`src/rtl/stall_controller.sv`:
```
// Pipeline stall controller: turns load-use and control hazards plus cache
// stalls into pipeline register load enables, a NOP insert and stall statistics.
module stall_controller #(
    parameter int CTRL_DRAIN = 3,
    parameter int CNT_WIDTH  = 16
) (
    input  logic                 clk,
    input  logic                 reset,
    input  logic                 data_hazard,
    input  logic                 ctrl_hazard,
    input  logic                 ctrl_resolve,
    input  logic                 mem_stall,
    output logic                 load_pc,
    output logic                 load_if_id,
    output logic                 load_id_ex,
    output logic                 load_ex_mem,
    output logic                 load_mem_wb,
    output logic                 insert_nop,
    output logic [CNT_WIDTH-1:0] stall_cycles,
    output logic                 drain_timeout
);

    localparam int DW = (CTRL_DRAIN < 1) ? 1 : $clog2(CTRL_DRAIN + 1);
    localparam logic [DW-1:0]        DRAIN_LAST = DW'(CTRL_DRAIN - 1);
    localparam logic [DW-1:0]        DRAIN_ONE  = DW'(1);
    localparam logic [DW-1:0]        DRAIN_ZERO = DW'(0);
    localparam logic [CNT_WIDTH-1:0] CNT_ONE    = CNT_WIDTH'(1);
    localparam logic [CNT_WIDTH-1:0] CNT_SAT    = {CNT_WIDTH{1'b1}};

    typedef enum logic [1:0] {
        ST_RUN        = 2'd0,
        ST_LOAD_STALL = 2'd1,
        ST_CTRL_DRAIN = 2'd2
    } state_t;

    state_t                r_state;
    state_t                w_next_state;
    logic [DW-1:0]         r_drain_cnt;
    logic [DW-1:0]         w_next_drain;
    logic                  w_set_timeout;
    logic                  w_load_pc;
    logic                  w_load_if_id;
    logic                  w_load_back;
    logic                  w_insert_nop;
    logic [CNT_WIDTH-1:0]  r_stall_cycles;
    logic                  r_drain_timeout;

    // Next-state and enable decode; reset and mem_stall freeze the whole pipe.
    always_comb begin
        w_next_state  = r_state;
        w_next_drain  = r_drain_cnt;
        w_set_timeout = 1'b0;
        w_load_pc     = 1'b1;
        w_load_if_id  = 1'b1;
        w_load_back   = 1'b1;
        w_insert_nop  = 1'b0;
        if (reset || mem_stall) begin
            w_load_pc    = 1'b0;
            w_load_if_id = 1'b0;
            w_load_back  = 1'b0;
        end else begin
            case (r_state)
                ST_RUN: begin
                    if (ctrl_hazard) begin
                        w_load_pc    = 1'b0;
                        w_load_if_id = 1'b0;
                        w_insert_nop = 1'b1;
                        w_next_state = ST_CTRL_DRAIN;
                        w_next_drain = DRAIN_ZERO;
                    end else if (data_hazard) begin
                        w_load_pc    = 1'b0;
                        w_load_if_id = 1'b0;
                        w_insert_nop = 1'b1;
                        w_next_state = ST_LOAD_STALL;
                    end else begin
                        w_next_state = ST_RUN;
                    end
                end
                ST_LOAD_STALL: begin
                    w_load_pc    = 1'b0;
                    w_load_if_id = 1'b0;
                    w_insert_nop = 1'b1;
                    w_next_state = ST_RUN;
                end
                ST_CTRL_DRAIN: begin
                    w_load_if_id = 1'b0;
                    w_insert_nop = 1'b1;
                    // A resolved branch releases the PC this cycle so the target is fetched next.
                    if (ctrl_resolve) begin
                        w_load_pc    = 1'b1;
                        w_next_state = ST_RUN;
                    end else if (r_drain_cnt == DRAIN_LAST) begin
                        w_load_pc     = 1'b0;
                        w_next_state  = ST_RUN;
                        w_set_timeout = 1'b1;
                    end else begin
                        w_load_pc    = 1'b0;
                        w_next_drain = r_drain_cnt + DRAIN_ONE;
                    end
                end
                default: begin
                    w_load_pc    = 1'b0;
                    w_load_if_id = 1'b0;
                    w_insert_nop = 1'b1;
                    w_next_state = ST_RUN;
                    w_next_drain = DRAIN_ZERO;
                end
            endcase
        end
    end

    // FSM state and drain counter.
    always_ff @(posedge clk or posedge reset) begin
        if (reset) begin
            r_state     <= ST_RUN;
            r_drain_cnt <= DRAIN_ZERO;
        end else begin
            r_state     <= w_next_state;
            r_drain_cnt <= w_next_drain;
        end
    end

    // Saturating count of cycles in which the PC did not advance.
    always_ff @(posedge clk or posedge reset) begin
        if (reset) begin
            r_stall_cycles <= {CNT_WIDTH{1'b0}};
        end else if (!w_load_pc && (r_stall_cycles != CNT_SAT)) begin
            r_stall_cycles <= r_stall_cycles + CNT_ONE;
        end else begin
            r_stall_cycles <= r_stall_cycles;
        end
    end

    // Sticky flag for a control drain that gave up waiting for resolution.
    always_ff @(posedge clk or posedge reset) begin
        if (reset) begin
            r_drain_timeout <= 1'b0;
        end else if (w_set_timeout) begin
            r_drain_timeout <= 1'b1;
        end else begin
            r_drain_timeout <= r_drain_timeout;
        end
    end

    assign load_pc       = w_load_pc;
    assign load_if_id    = w_load_if_id;
    assign load_id_ex    = w_load_back;
    assign load_ex_mem   = w_load_back;
    assign load_mem_wb   = w_load_back;
    assign insert_nop    = w_insert_nop;
    assign stall_cycles  = r_stall_cycles;
    assign drain_timeout = r_drain_timeout;

endmodule

```
`config.mk`:
```
export PLATFORM = sky130hd
export DESIGN_NAME = stall_controller
export DESIGN_NICKNAME = d
export VERILOG_FILES = /design/src/rtl/stall_controller.sv
export SDC_FILE = /design/constraint.sdc
export NUM_CORES = 1
export LEC_CHECK = 0
export CAP_MARGIN = 20
export CORE_MARGIN = 4
export CORE_UTILIZATION = 43
export DETAILED_ROUTE_END_ITERATION = 8
export GPL_TIMING_DRIVEN = 0
export PLACE_DENSITY = 0.83
export SYNTH_ARGS = -nofsm -noshare
export SYNTH_HDL_FRONTEND = slang
export SYNTH_SLANG_ARGS = --single-unit
```
`constraint.sdc`:
```
create_clock -name clk -period 2 [get_ports clk]
set_clock_uncertainty 0.15 [all_clocks]
set_input_delay 0.5 -clock clk [delete_from_list [all_inputs] [get_ports clk]]
set_output_delay 0.5 -clock clk [all_outputs]
set_load 0.05 [all_outputs]
```
==> metrics.md <==
| Metric | Value |
|---|---|
| Overall Power | `2.41 mW` |
| Count of routing violations after the opening detailed-route iteration | `29` |
| Clk pwr share | `0.081` |
| Cell Pwr Density | `1540 nW/um2` |
| # IOs | `29` |
| Die outline area | `3460 um2` |
| Fraction of power consumed by sequential logic | `0.348` |
| Ordered cell list for the critical path | `clkdlybuf4s15_1 > or4_4 > buf_4 > and2_4 > buf_8` |
| Start point of the critical path | `data_hazard` |
| Portion of the clock cycle consumed by the worst path in the final layout | `1.17` |
| Clock tree from TritonCTS | `done` |
| Library cell contributing the largest single delay on the critical path | `sky130_fd_sc_hd__or4_4` |
| IO Port Bufs | `28` |
| Util after Layout | `0.633` |
| Reg-to-reg critical path endpoint | `stall_cycles[1]$_DFFE_PP0P_` |
| Data arrival time of the critical path | `1690 ps` |
| Internal power | `1.13 mW` |
| Synth Flop Type | `sky130_fd_sc_hd__dfrtp_1` |
| First-pass GRT wire length | `4260 um` |
| Highest achievable clock rate | `0.428 GHz` |
| Final setup violation count | `3` |
| Layout overhead on the synthesized area | `41.1%` |
| Part of the Yosys area used for sequential elements | `0.473` |
| Crit path capture type | `primary output` |
| Maximum number of pins on one net before global-route repair | `22` |
| Sort of element at the start of the critical path | `primary input` |
| Slew at the pin with the worst max-slew slack | `769 ps` |
| Number of routed nets with antenna violations | `0` |
| Reg-to-Reg Start | `stall_cycles[0]$_DFFE_PP0P_` |
| Average instance area after synthesis | `10.2 um2` |
| Pleak | `0.675 nW` |
| Critical path destination | `insert_nop` |
| Clk_lat worst skew | `290 ps` |
| Flip-flop and latch count after synthesis | `21` |
| Violations in the final reports | `negative setup slack` |
| Final routed wirelength across all metal layers | `2510 um` |
| DRC errors left | `0` |
| Worst slew margin relative to its limit | `0.487` |
| Number of hold violations in the final report | `0` |
| Required time worst endpoint | `1350 ps` |
| Netlist area before placement | `1110 um2` |
| Initial Util | `0.448` |
| Total GRT Usage | `0.160` |
| Net count of the mapped netlist | `117` |
| Cell count of the worst reg-to-reg path | `5` |
| TritonCTS Sinks | `21` |
| Total count of max-transition violations in the final report | `0` |
| Tmin final | `2340 ps` |
| Area contributors post-synth | `sky130_fd_sc_hd__dfrtp_1 47%, sky130_fd_sc_hd__xor2_1 10%, sky130_fd_sc_hd__mux2_2 4.1%` |
| RSZ-0062 raised after global routing | `true` |
| Count of flip-flops with a built-in enable after synthesis | `0` |
| Num CTS Buffers | `3` |
| RD Place Congestion | `0.841` |
| Setup slack, reg-to-reg | `100 ps` |
| Slowest stage delay, CP | `560 ps` |
| Netlist cell types | `31` |
| Via count normalized by instance count | `5.48` |
| Detailed Routing Iterations Pass 1 | `4` |
| Average routed wire per standard cell | `14.0 um` |
| Final net count | `159` |
| Share of final-layout standard cells stronger than drive strength 1 | `0.300` |
| Crit path kind | `in -> out` |
| Clock Path Buffers | `2` |
| Clock slew at the register clock pins of the worst setup and hold paths | `110 ps` |
| Maximum fanout along the worst path | `2` |
| Clock Root Buffer | `sky130_fd_sc_hd__clkbuf_4` |
| Cell taking the most area after synthesis | `sky130_fd_sc_hd__dfrtp_1` |
| Power share of the combinational group | `0.571` |
| Cells after Synth | `109` |
| Outcome | `finished with violations` |
| Yosys warnings | `0` |
| Count of H-tree levels built during CTS | `1` |
| Post-synth top area share | `0.473` |
| Type of the most critical hold path | `in -> async` |
| Final antenna diode count | `0` |
| Share of flip-flops with an asynchronous set or reset | `1.00` |
| Total congestion overflow after global routing | `0` |
| Core area | `2480 um2` |
| Die boundary width | `58.8 um` |
| Number of global-route vias before repair | `954` |
| Die outline height | `58.8 um` |
| Switching fraction of total power | `0.530` |
| Worst slack at placement | `-1380 ps` |
| Detailed placement HPWL | `1730 um` |
| Worst-case setup margin in the final layout | `-336 ps` |
| Max-capacitance violation count | `0` |
| Total via count in the routed design | `987` |
| Number of rows in the core area | `18` |
| Number of antenna violations at the first check in global routing | `0` |
| Total Negative Setup Slacks | `-953 ps` |
| Switching power of the nets | `1.28 mW` |
| Peak supply drop | `0.987 mV` |
-- final cells by class --
cell class / instances / area, um2
plain buffers: 3 / 37.5
clock buffers: 4 / 26.3
fillers: 220 / 910
inverters: 3 / 15.0
multi-input cells: 80 / 576
flip-flops and latches: 21 / 528
well taps: 30 / 37.5
repair buffers: 39 / 348
-- per-stage QoR --
step           std cells  hold WS (ps)  instance area, um2
2_1_floorplan        109           326                1150
3_3_place_gp         167           309                1470
3_5_place_dp         167           311                1470
4_1_cts              177           299                1540
5_1_grt              180           229                1570
6_report             180           170                1570
-- cells in the mapped netlist, types with 2 or more instances --
master                     count
sky130_fd_sc_hd__dfrtp_1      21
sky130_fd_sc_hd__xor2_1       13
sky130_fd_sc_hd__nand2_1      11
sky130_fd_sc_hd__nor2_1        8
sky130_fd_sc_hd__nor4_1        7
sky130_fd_sc_hd__nor3_1        6
sky130_fd_sc_hd__nand4_1       5
sky130_fd_sc_hd__mux2_2        4
sky130_fd_sc_hd__buf_4         3
sky130_fd_sc_hd__inv_1         3
sky130_fd_sc_hd__and2_1        2
sky130_fd_sc_hd__and4_1        2
sky130_fd_sc_hd__clkbuf_1      2
sky130_fd_sc_hd__ha_1          2
sky130_fd_sc_hd__nand2b_1      2
sky130_fd_sc_hd__nand3_1       2
sky130_fd_sc_hd__o31ai_1       2
-- registers in the layout, summed over array words and instances, names as in the netlist --
| signal | count |
|---|---|
| r_drain_cnt | 2 |
| drain_timeout | 1 |
| r_state | 2 |
| stall_cycles | 16 |
-- per-layer routing --
layer	up-vias	GRT usage	part of all wire
li1	476	-	-
met1	473	0.208	0.43
met2	38	0.273	0.51
met3	0	0.0263	0.065
met4	0	0.0485	0
met5	-	0	0
-- repair_timing --
| action | CTS | global route |
|---|---|---|
| gates resized for setup | 71 | 15 |
| setup endpoints to repair | 33 | 18 |
| setup buffers | 8 | 4 |
| pin swaps | 2 | 4 |
| hold buffers | 0 | 0 |
-- cells by family after synthesis --
group	after synthesis	synth area share
AOI/OAI and AO/OA	10	0.0743
xor gates and xnor gates	13	0.102
adders and majority gates	2	0.0225
buffers and inverters	8	0.0372
DFF	21	0.473
muxes	4	0.0405
and+or+nand+nor	51	0.250
-- worst min path at each step --
stage / slack [ps] / cells after the start / endpoint / start
2_1_floorplan: 330 / 1 / drain_timeout$_DFFE_PP0P_ / reset
3_3_place_gp: 310 / 1 / drain_timeout$_DFFE_PP0P_ / drain_timeout$_DFFE_PP0P_
3_5_place_dp: 310 / 1 / drain_timeout$_DFFE_PP0P_ / drain_timeout$_DFFE_PP0P_
4_1_cts: 300 / 2 / stall_cycles[4]$_DFFE_PP0P_ / reset
5_1_grt: 230 / 2 / r_state[1]$_DFFE_PP0P_ / reset
6_report: 170 / 2 / r_state[0]$_DFFE_PP0P_ / reset
-- worst max-delay path: cells and delay by family --
family	cells	cell delay, ps
AND/OR/NAND/NOR	2	690
buffers and inverters	3	490
-- cells in the final DEF, fill, tap and decap left out, types with 2 or more instances in the layout --
cell                              count
sky130_fd_sc_hd__nor2_1               6
sky130_fd_sc_hd__nor4_1               6
sky130_fd_sc_hd__nand2b_1             2
sky130_fd_sc_hd__mux2_2               4
sky130_fd_sc_hd__clkbuf_4             3
sky130_fd_sc_hd__and4_1               2
sky130_fd_sc_hd__nand2_1             11
sky130_fd_sc_hd__xor2_1              13
sky130_fd_sc_hd__dlygate4sd2_1       11
sky130_fd_sc_hd__o31ai_1              2
sky130_fd_sc_hd__dfrtp_1             19
sky130_fd_sc_hd__nand4_1              5
sky130_fd_sc_hd__clkbuf_2             5
sky130_fd_sc_hd__buf_6                3
sky130_fd_sc_hd__inv_1                2
sky130_fd_sc_hd__buf_8                4
sky130_fd_sc_hd__clkdlybuf4s15_1      5
sky130_fd_sc_hd__nand3_1              2
sky130_fd_sc_hd__nor3_1               6
sky130_fd_sc_hd__buf_4               12
sky130_fd_sc_hd__dfrtp_2              2
-- power groups by stage --
stage | combinational [mW] | sequential [mW] | clock, mW
after global placement | 1.38 | 0.840 | 0
after floorplan | 0.447 | 1.35 | 0
after CTS | 1.35 | 0.833 | 0.199
final | 1.38 | 0.838 | 0.194
after detailed placement | 1.41 | 0.852 | 0
after global routing | 1.47 | 0.872 | 0.224
(Power assumes the default switching activity.)
==> RTL edit 1, RTL diff (config.mk and constraints unchanged) <==
Put one more register stage on the output `drain_timeout`, cleared by the reset. The value now appears one clock later. The other outputs are not delayed to match.
--- a/src/rtl/stall_controller.sv
+++ b/src/rtl/stall_controller.sv
@@ -149,7 +149,13 @@
     assign load_mem_wb   = w_load_back;
     assign insert_nop    = w_insert_nop;
     assign stall_cycles  = r_stall_cycles;
-    assign drain_timeout = r_drain_timeout;
+    always_ff @(posedge clk or posedge reset) begin
+        if (reset) begin
+            drain_timeout <= '0;
+        end else begin
+            drain_timeout <= r_drain_timeout;
+        end
+    end
 
 endmodule
 
Formal check against the unedited RTL: not equivalent (Yosys sat finds a counterexample within 10 cycles, from zero or initial values and one cycle with reset high).
==> RTL edit 1 against the unedited design <==
The flow still finishes with violations (negative setup slack); sequential share of layout area is 0.54 points lower; critical path depth is 1 higher; sequential cell count grew 1; setup slack better by 0.098 ns; register-to-register slack got worse by 0.17 ns; wire length increased by 12%; area after synthesis rose by 12%; sequential power grew 6.1%; hold slack better by 0.078 ns; total power is 2.4% lower; count of clock-buffer cells in the layout shrank 1; design area grew 8.4%; highest routed layer is now met4.
==> RTL edit 1: results (changes against the unedited design) <==
wire length on met1: 1220 um (+14%)
status: finished, violations left
Setup WS pre-CTS: -1.42 ns (-0.0414 ns)
FF+latch count: 22 (+4.8%)
compound-gate portion of the synthesized area: 0.0642 (-0.0101)
placer congestion estimate: 0.818 (-2.7%)
pin count of the biggest net entering global routing: 23 (+4.5%)
wire length on met3: 104 um (-36%)
multi-input combinational cell area: 679 um2 (+18%)
register share of the cell area: 0.331 (-0.00542)
routing usage on met3: 0.0165 (-0.00979)
Syn Nets: 122 (+4.3%)
vias in the first global route: 963 (+0.94%)
Netlist cell types: 35 (+13%)
max layer used: met4
share of cells above drive strength 1: 0.416 (+0.116)
top cells by area, synth: dfrtp_1, xor2_1, nor3_2, nor4_2, nand2_1
Hold Path Class: reg -> reg
DRT iter0 DRCs: 51 (+76%)
Inst Count DP: 173 (+3.6%)
clk cell area share: 0.0133 (-0.00351)
Final setup viols: 4 (+1)
failing checks: negative setup slack
GR Util All Layers: 0.152 (-0.00843)
drt total wl: 2810 um (+12%)
clkbuf count: 3 (-1)
Clk pwr share: 0.085 (+0.004)
Post-Synth Adder-Cell Area: 0.0201 (-0.00246)
CP max FO: 5 (+3)
metal2 WL: 1460 um (+14%)
final-layout non-clock buffer area share: 0.226 (-0.0197)
mux cell area share after synthesis: 0.0241 (-0.0165)
Switching Power: 1.22 mW (-4.1%)
relative slew slack: 0.450 (-0.0364)
Post-Layout Cell Count: 185 (+2.8%)
Max VDD drop: 1.13 mV (+14%)
met1 usage: 0.196 (-0.0117)
setup TNS: -0.492 ns (+0.461 ns)
Final Net Count: 164 (+3.1%)
met2 usage: 0.266 (-0.00680)
Final WS setup: -0.238 ns (+0.0978 ns)
sequential fraction of the synthesis area: 0.441 (-0.0316)
top cells by count, synth: dfrtp_1, xor2_1, nand2_1
RTL edit 1: repair_timing:
action | 4_1_cts | 5_1_grt
endpoints found under the setup margin | 33 | 11
hold buffers | 0 | 0
gates resized for setup | 71 | 13
setup buffers | 8 | 1
pin swaps | 4 | 2
RTL edit 1: final timing paths:
| path | from | to | slack, ns | depth (start not counted) |
|---|---|---|---|---|
| worst max register to register | r_state[0]$_DFFE_PP0P_ | stall_cycles[12]$_DFFE_PP0P_ | -0.07 | 8 |
| max in group asynchronous | reset | stall_cycles[12]$_DFFE_PP0P_ | 0.75 | 2 |
| worst min-delay path | r_drain_timeout$_DFFE_PP0P_ | drain_timeout$_DFF_PP0_ | 0.25 | 0 |
| worst min register to register | r_drain_timeout$_DFFE_PP0P_ | drain_timeout$_DFF_PP0_ | 0.25 | 0 |
| worst max-delay path | reset | load_pc | -0.24 | 6 |
| min in group asynchronous | reset | stall_cycles[2]$_DFFE_PP0P_ | 0.38 | 2 |
==> RTL edit 2, RTL diff (same flow settings) <==
Made on the original files. The parameter `CNT_WIDTH` goes from 16 to 12.
--- a/src/rtl/stall_controller.sv
+++ b/src/rtl/stall_controller.sv
@@ -2,7 +2,7 @@
 // stalls into pipeline register load enables, a NOP insert and stall statistics.
 module stall_controller #(
     parameter int CTRL_DRAIN = 3,
-    parameter int CNT_WIDTH  = 16
+    parameter int CNT_WIDTH  = 12
 ) (
     input  logic                 clk,
     input  logic                 reset,
Ports: changed (resized stall_cycles); port bits go from 29 to 25. The function was not compared with the original's and may differ.
==> RTL edit 2 against the unedited design <==
The flow still finishes with violations (negative setup slack); total power fell by 23%; sequential cell count shrank 4; critical path depth unchanged; hold slack better by 0.11 ns; critical endpoint is now load_pc; wire length shrank 15%; setup slack gained 0.15 ns; design area down 16%; area after synthesis shrank 13%; combinational power down 27%.
==> RTL edit 2: results (changes against the unedited design) <==
status: finished, violations left
failing checks: negative setup slack
critical path arrival: 1.54 ns (-0.15 ns)
Core ar.: 2040 um2 (-18%)
Post-Layout Cell Count: 149 (-17%)
vias in the first global route: 872 (-8.6%)
CP max FO: 5 (+3)
Worst path top cell family by delay: buffers and inverters
Signal buffers: 32 (-24%)
crit path max-delay cell type: or3_4
internal power: 914 uW (-19%)
Largest register FFs: 12 (-4)
multi-input combinational area share: 0.402 (+0.0346)
crit path launch: reset
sequential fraction of the synthesis area: 0.440 (-0.0331)
sequential power share: 0.354 (+0.006)
DP HPWL: 1520 um (-12%)
share of cells above drive strength 1: 0.369 (+0.0689)
Final setup viols: 3 (unchanged)
Final Net Count: 131 (-18%)
top cells by count, synth: dfrtp_1, nand2_1, xor2_1
Netlist cell types: 35 (+13%)
wire length on met1: 909 um (-15%)
Area Growth Syn to Fin: 35.6%
Final WS setup: -0.189 ns (+0.147 ns)
==> RTL edit 2: cell types whose count changed in the layout (fill, tap and decap cells not counted), sizes merged, moves of 4 or more <==
cell,before,now
clkbuf,9,3
buf,20,15
nand3,2,7
nor2,8,4
dfrtp,21,17
nand4,5,0
xor2,13,8
==> RTL edit 2: metal layers <==
layer / up-vias / track usage
li1: 391 / -
met1: 411 / 0.187
met2: 27 / 0.260
met3: 5 / 0.0373
met4: 0 / 0.0799
met5: - / 0
==> RTL edit 2: what timing repair did <==
| item | 4_1_cts | 5_1_grt |
|---|---|---|
| gates cloned | 0 | 0 |
| setup endpoints to repair | 31 | 9 |
| buffers inserted | 5 | 1 |
| pin swaps | 3 | 4 |
| gates resized for setup | 62 | 2 |
==> RTL edit 2: final timing paths <==
kind	cells after the start	slack (ns)	to
setup reg to reg	6	0.09	stall_cycles[6]$_DFFE_PP0P_
hold / removal	2	0.28	stall_cycles[4]$_DFFE_PP0P_
min in group clk	2	0.32	r_state[1]$_DFFE_PP0P_
setup / recovery	5	-0.19	load_pc
hold reg to reg	1	0.32	drain_timeout$_DFFE_PP0P_
max in group asynchronous	2	0.97	stall_cycles[7]$_DFFE_PP0P_
==> RTL edit 2: logic make-up (layout without fill, tap and decap cells) <==
| kind of cell | after synthesis | after routing | synth area share |
|---|---|---|---|
| adder cells (fa/ha/maj) | 2 | 2 | 0.0259 |
| AO/OA/AOI/OAI | 10 | 10 | 0.0854 |
| buffers and inverters | 5 | 38 | 0.0388 |
| AND/OR/NAND/NOR | 43 | 43 | 0.283 |
| XOR/XNOR | 8 | 8 | 0.0724 |
| flip-flops | 17 | 17 | 0.440 |
| multiplexers | 4 | 4 | 0.0543 |
